[src/rtl/debug_host_ctrl.sv]
// Host-side driver for the core's single-step debug port: halt/step/resume control and
// valid/ready register dumps. Define DEBUG_HOST_CHECKSUM_EN to append an XOR checksum word.
module debug_host_ctrl #(
  parameter int   NUM_WORDS  = 64,
  parameter int   STEP_HIGH  = 2,
  parameter int   STEP_LOW   = 2,
  parameter int   SETTLE     = 1,
  parameter logic RESET_HALT = 1'b1
) (
  input  logic        clk,
  input  logic        rst,
  input  logic        cmd_valid,
  output logic        cmd_ready,
  input  logic [1:0]  cmd_op,
  input  logic [7:0]  cmd_cnt,
  output logic        debug_en,
  output logic        debug_step,
  output logic [6:0]  debug_addr,
  input  logic [31:0] debug_data,
  output logic        out_valid,
  input  logic        out_ready,
  output logic [31:0] out_data,
  output logic [6:0]  out_addr,
  output logic        out_last,
  output logic        busy
);

  localparam logic [2:0] S_IDLE    = 3'd0;
  localparam logic [2:0] S_STEP_HI = 3'd1;
  localparam logic [2:0] S_STEP_LO = 3'd2;
  localparam logic [2:0] S_ADDR    = 3'd3;
  localparam logic [2:0] S_WAIT    = 3'd4;
  localparam logic [2:0] S_OUT     = 3'd5;

  localparam logic [1:0] OP_HALT   = 2'd0;
  localparam logic [1:0] OP_STEP   = 2'd1;
  localparam logic [1:0] OP_DUMP   = 2'd2;
  localparam logic [1:0] OP_RESUME = 2'd3;

  localparam int              PH_W      = 16;
  localparam logic [PH_W-1:0] HI_END    = PH_W'(STEP_HIGH - 1);
  localparam logic [PH_W-1:0] LO_END    = PH_W'(STEP_LOW - 1);
  localparam logic [PH_W-1:0] SET_END   = PH_W'(SETTLE - 1);
  localparam logic [6:0]      LAST_ADDR = 7'(NUM_WORDS - 1);
`ifdef DEBUG_HOST_CHECKSUM_EN
  localparam logic [6:0]      CSUM_ADDR = 7'h7F;
`endif

  logic [2:0]      r_state;
  logic [PH_W-1:0] r_phase;
  logic [7:0]      r_remain;
  logic            r_en;
  logic            r_step;
  logic [6:0]      r_addr;
  logic            r_out_valid;
  logic [31:0]     r_out_data;
  logic [6:0]      r_out_addr;
  logic            r_out_last;
  logic            r_busy;
  logic            r_cmd_ready;
`ifdef DEBUG_HOST_CHECKSUM_EN
  logic [31:0]     r_csum;
`endif

  logic [2:0] w_nxt;
  logic       w_acc;
  logic       w_xfer;
  logic       w_hi_end;
  logic       w_lo_end;
  logic       w_set_end;

  always_comb begin
    w_acc     = cmd_valid & r_cmd_ready;
    w_xfer    = r_out_valid & out_ready;
    w_hi_end  = (r_phase == HI_END);
    w_lo_end  = (r_phase == LO_END);
    w_set_end = (r_phase == SET_END);
    w_nxt     = r_state;
    case (r_state)
      S_IDLE: begin
        if (w_acc) begin
          if (cmd_op == OP_STEP && cmd_cnt != 8'd0) w_nxt = S_STEP_HI;
          else if (cmd_op == OP_DUMP)               w_nxt = S_ADDR;
        end
      end
      S_STEP_HI: if (w_hi_end) w_nxt = S_STEP_LO;
      S_STEP_LO: if (w_lo_end) w_nxt = (r_remain == 8'd1) ? S_IDLE : S_STEP_HI;
      S_ADDR:    w_nxt = S_WAIT;
      S_WAIT:    if (w_set_end) w_nxt = S_OUT;
      S_OUT: begin
        if (w_xfer) begin
          if (r_out_last) w_nxt = S_IDLE;
`ifdef DEBUG_HOST_CHECKSUM_EN
          // Stay in OUT to present the checksum word after the final data word.
          else if (r_addr == LAST_ADDR) w_nxt = S_OUT;
`endif
          else w_nxt = S_ADDR;
        end
      end
      default: w_nxt = S_IDLE;
    endcase
  end

  always_ff @(posedge clk or posedge rst) begin
    if (rst) begin
      r_state     <= S_IDLE;
      r_phase     <= '0;
      r_remain    <= 8'd0;
      r_en        <= RESET_HALT;
      r_step      <= 1'b0;
      r_addr      <= 7'd0;
      r_out_valid <= 1'b0;
      r_out_data  <= 32'd0;
      r_out_addr  <= 7'd0;
      r_out_last  <= 1'b0;
      r_busy      <= 1'b0;
      r_cmd_ready <= 1'b1;
`ifdef DEBUG_HOST_CHECKSUM_EN
      r_csum      <= 32'd0;
`endif
    end else begin
      // Status outputs follow the next state so they stay registered yet cycle-exact.
      r_state     <= w_nxt;
      r_busy      <= (w_nxt != S_IDLE);
      r_cmd_ready <= (w_nxt == S_IDLE);
      r_step      <= (w_nxt == S_STEP_HI);

      if (w_nxt != r_state)
        r_phase <= '0;
      else if (r_state == S_STEP_HI || r_state == S_STEP_LO || r_state == S_WAIT)
        r_phase <= r_phase + 1'b1;

      case (r_state)
        S_IDLE: begin
          if (w_acc) begin
            case (cmd_op)
              OP_HALT:   r_en <= 1'b1;
              OP_RESUME: r_en <= 1'b0;
              OP_STEP: begin
                r_en     <= 1'b1;
                r_remain <= cmd_cnt;
              end
              OP_DUMP: begin
                r_addr <= 7'd0;
`ifdef DEBUG_HOST_CHECKSUM_EN
                r_csum <= 32'd0;
`endif
              end
              default: ;
            endcase
          end
        end
        S_STEP_LO: if (w_lo_end) r_remain <= r_remain - 8'd1;
        S_WAIT: begin
          if (w_set_end) begin
            r_out_valid <= 1'b1;
            r_out_data  <= debug_data;
            r_out_addr  <= r_addr;
`ifdef DEBUG_HOST_CHECKSUM_EN
            r_out_last  <= 1'b0;
            r_csum      <= r_csum ^ debug_data;
`else
            r_out_last  <= (r_addr == LAST_ADDR);
`endif
          end
        end
        S_OUT: begin
          if (w_xfer) begin
            r_out_valid <= 1'b0;
            if (r_out_last) begin
              r_out_last <= 1'b0;
            end
`ifdef DEBUG_HOST_CHECKSUM_EN
            else if (r_addr == LAST_ADDR) begin
              r_out_valid <= 1'b1;
              r_out_addr  <= CSUM_ADDR;
              r_out_data  <= r_csum;
              r_out_last  <= 1'b1;
            end
`endif
            else begin
              r_addr <= r_addr + 7'd1;
            end
          end
        end
        default: ;
      endcase
    end
  end

  assign cmd_ready  = r_cmd_ready;
  assign busy       = r_busy;
  assign debug_en   = r_en;
  assign debug_step = r_step;
  assign debug_addr = r_addr;
  assign out_valid  = r_out_valid;
  assign out_data   = r_out_data;
  assign out_addr   = r_out_addr;
  assign out_last   = r_out_last;

endmodule

[config.mk]
export PLATFORM = sky130hd
export DESIGN_NAME = debug_host_ctrl
export DESIGN_NICKNAME = d
export VERILOG_FILES = /design/src/rtl/debug_host_ctrl.sv
export SDC_FILE = /design/constraint.sdc
export NUM_CORES = 1
export LEC_CHECK = 0
export ABC_AREA = 1
export BUFFER_PORTS_ARGS = -buffer_cell sky130_fd_sc_hd__buf_4
export CORE_MARGIN = 5
export CORE_UTILIZATION = 43
export DETAILED_ROUTE_END_ITERATION = 6
export HOLD_SLACK_MARGIN = 0.1
export PLACE_DENSITY = 0.76
export SETUP_SLACK_MARGIN = 0.05
export SYNTH_ARGS = -nofsm -noshare
export SYNTH_HDL_FRONTEND = slang
export SYNTH_SLANG_ARGS = --single-unit
export TNS_END_PERCENT = 10
[constraint.sdc]
create_clock -name clk -period 3.4 [get_ports clk]
set_clock_uncertainty 0.1 [all_clocks]
set_input_delay 0.34 -clock clk [delete_from_list [all_inputs] [get_ports clk]]
set_output_delay 0.34 -clock clk [all_outputs]
set_load 0.005 [all_outputs]
==> metrics <==
GRT Overall Usage 17.7%; # diodes 0; CTS sink cnt 79; Final Worst Setup Slack 999 ps; fmax 416 MHz; Internal Pwr Total 2.38 mW; Critical Path Fanout Max 34; post-DP HPWL 6.47 mm; Worst Setup Start Kind flop; Leak Pwr 2.71 nW; Nets 660; largest net degree at the start of global routing 66; worst path required time 3540 ps; vias in the first global route 3470; Worst setup EP type flop; Initial Util 43.4%; number of buffers added on ports 97; CTS Buf Count 9; H-tree Lvls 3; minimum clock period 2400 ps; Hold Path Class input pin to asynchronous set/reset pin; FP Rows 35; # IOs 98; Routability Congestion 0.883; critical path data arrival time 2540 ps; root buffer cell clkbuf_8; Cell variety after synth 34; grt total ovfl 0; max-cap violations 0; YS warnings 0; DRC marker count from the first detailed-route iteration 166; initial antenna violation count 0; drt drc 0; power per cell area 787 nW/µm²; number of synthesized register bits 79; Net Count, Synth 529; CTS tree done; final hold slack 118 ps; Logic pwr share 47.0%; Die Area 11200 µm²; path type of the worst setup path flop to flop; Switch Pwr 1.76 mW; RSZ-0062 raised after global routing no; DRT Wirelength 9.47 mm; Worst-Margin Slew 1110 ps; share of cells above drive strength 1 25.8%; DR vias 3482; syn_area_per_cell 8.25 µm²; Avg WL per Cell 13.1 µm; Final Max Tran Viols 0; dominant synthesized flop cell dfrtp_1; final setup violating endpoints 0; register area share after synthesis 50.3%; Die Height 106 µm; setup_tns 0 ps; Rel. slew slack 25.7%; Area Growth Syn to Fin 33.8%; clock network power share 16.0%; Netlist Area Pre-Place 3940 µm²; TritonRoute pass-1 iters 4; setup bufs post-CTS 0; switching share of power 42.5%; clk slew on worst S/H paths 90 ps; chip width 106 µm; Routed Antenna Nets 0; pre-CTS WS 1030 ps; status finished, final reports clean; part of the cycle the worst path needs 70.6%; Max Buffers Root-to-Sink 2; core area 9060 µm²; Finished Core Util 58.1%; Worst-Skew Late Latency 350 ps; Post-synth EDFFs 0; Max VDD drop 0.616 mV; first-pass GRT wire length 16.1 mm; sequential share of power 37.0%; asr flop ratio synth 100%; final hold violation count 0; post-synthesis cell count 477; drt via density 4.81
-- area by class of cell --
| type | count | area, µm² |
|---|---|---|
| tap | 111 | 139 |
| clock buffer | 10 | 138 |
| inverter | 44 | 166 |
| sequential | 79 | 1980 |
| clock inverter | 6 | 52.6 |
| timing repair buffer | 131 | 1060 |
| fill | 757 | 3800 |
| multi-input combinational | 343 | 1730 |
-- per-layer routing --
layer	GRT usage [%]	up-vias	part of all wire [%]
met5	0	-	0
met4	6.29	0	2.0
met3	3.80	19	4.6
met2	30.2	93	50
met1	22.2	1624	43
li1	-	1746	-
-- flip-flops by register name, summed over array words and instances (netlist names), 3 cells and up --
name        cells
debug_addr      7
out_addr        7
out_data       32
r_phase        16
r_remain        8
r_state         3
-- path summary, 6_finish.rpt --
path                               startpoint  slack (ps)            to  depth (start not counted)
max in group asynchronous                 rst        2250   r_phase[15]                          3
worst min-delay path                      rst         120  out_data[22]                          2
worst max-delay path               r_phase[0]        1000   out_data[1]                          8
worst max register to register     r_phase[0]        1000   out_data[1]                          8
worst min register to register   out_data[21]         380  out_data[21]                          2
min in group clk                debug_data[1]         120   out_data[1]                          3
-- Yosys cell counts (3+ instances only) --
master   instances  area [µm²]
a21oi_1          8        40.0
buf_2            9        45.0
dfrtp_1         77        1930
ha_1             6        75.1
inv_1           37         139
inv_2            5        18.8
nand2_1        178         668
nand2_2          3        18.8
nand2_4          5        56.3
nand3_1         14        70.1
nand3_2          4        40.0
nand4_1          9        56.3
nor2_1          41         154
nor2_2           6        37.5
nor2_4          13         146
nor3_1           7        35.0
o21ai_0         24         120
xnor2_1          3        26.3
xor2_1          10        87.6
-- power by group through the flow --
stage               Sequential (mW)  Clock, mW  Combinational (mW)
finish                         1.53      0.664                1.95
global route                   1.58      0.725                2.19
CTS                            1.53      0.683                1.97
detailed placement             1.54          0                1.93
global placement               1.53          0                1.88
floorplan                      1.54          0                1.26
-- metrics by stage --
stage               power (mW)  area [µm²]  cells
floorplan                 2.80        3940    477
global placement          3.41        4760    676
detailed placement        3.47        4760    676
CTS                       4.18        5270    724
global route              4.49        5270    724
finish                    4.15        5270    724
-- critical path, cell delays in order (launching register included) --
cell and delay, ps:
dfrtp_1 410, inv_1 90, ha_1 200, nand2_1 60, nor2_1 60, nand3_2 180, clkinv_1 780, nand2_1 300
nand2_1 90
-- timing repair --
action,4_1_cts,5_1_grt
hold endpoints to repair,32,0
hold buffers,32,0
setup endpoints to repair,0,0
gates resized for setup,0,0
-- cell families after synthesis --
kind of cell,synth area share (%)
compound gates,5.91
xor+xnor,2.89
fa+ha+maj,1.91
buf+inv,5.94
flops,50.3
simple gates,33.1
-- cell usage in the layout, fill, tap and decap left out, drive strengths merged --
master and n:
o21ai 26, a21oi 10, dfstp 2, clkbuf 10, dlygate4sd3 32, o211ai 1
dfrtp 77, ha 6, nand2 186, clkinvlp 2, o31ai 1, nor3 7
a32oi 1, buf 99, or2 2, inv 43, nor3b 1, nor2 60
xor2 10, nand3 18, a31oi 1, xnor2 3, clkinv 5, o21bai 1
nand4 9
Note: power is estimated with default switching activity, not from simulation.
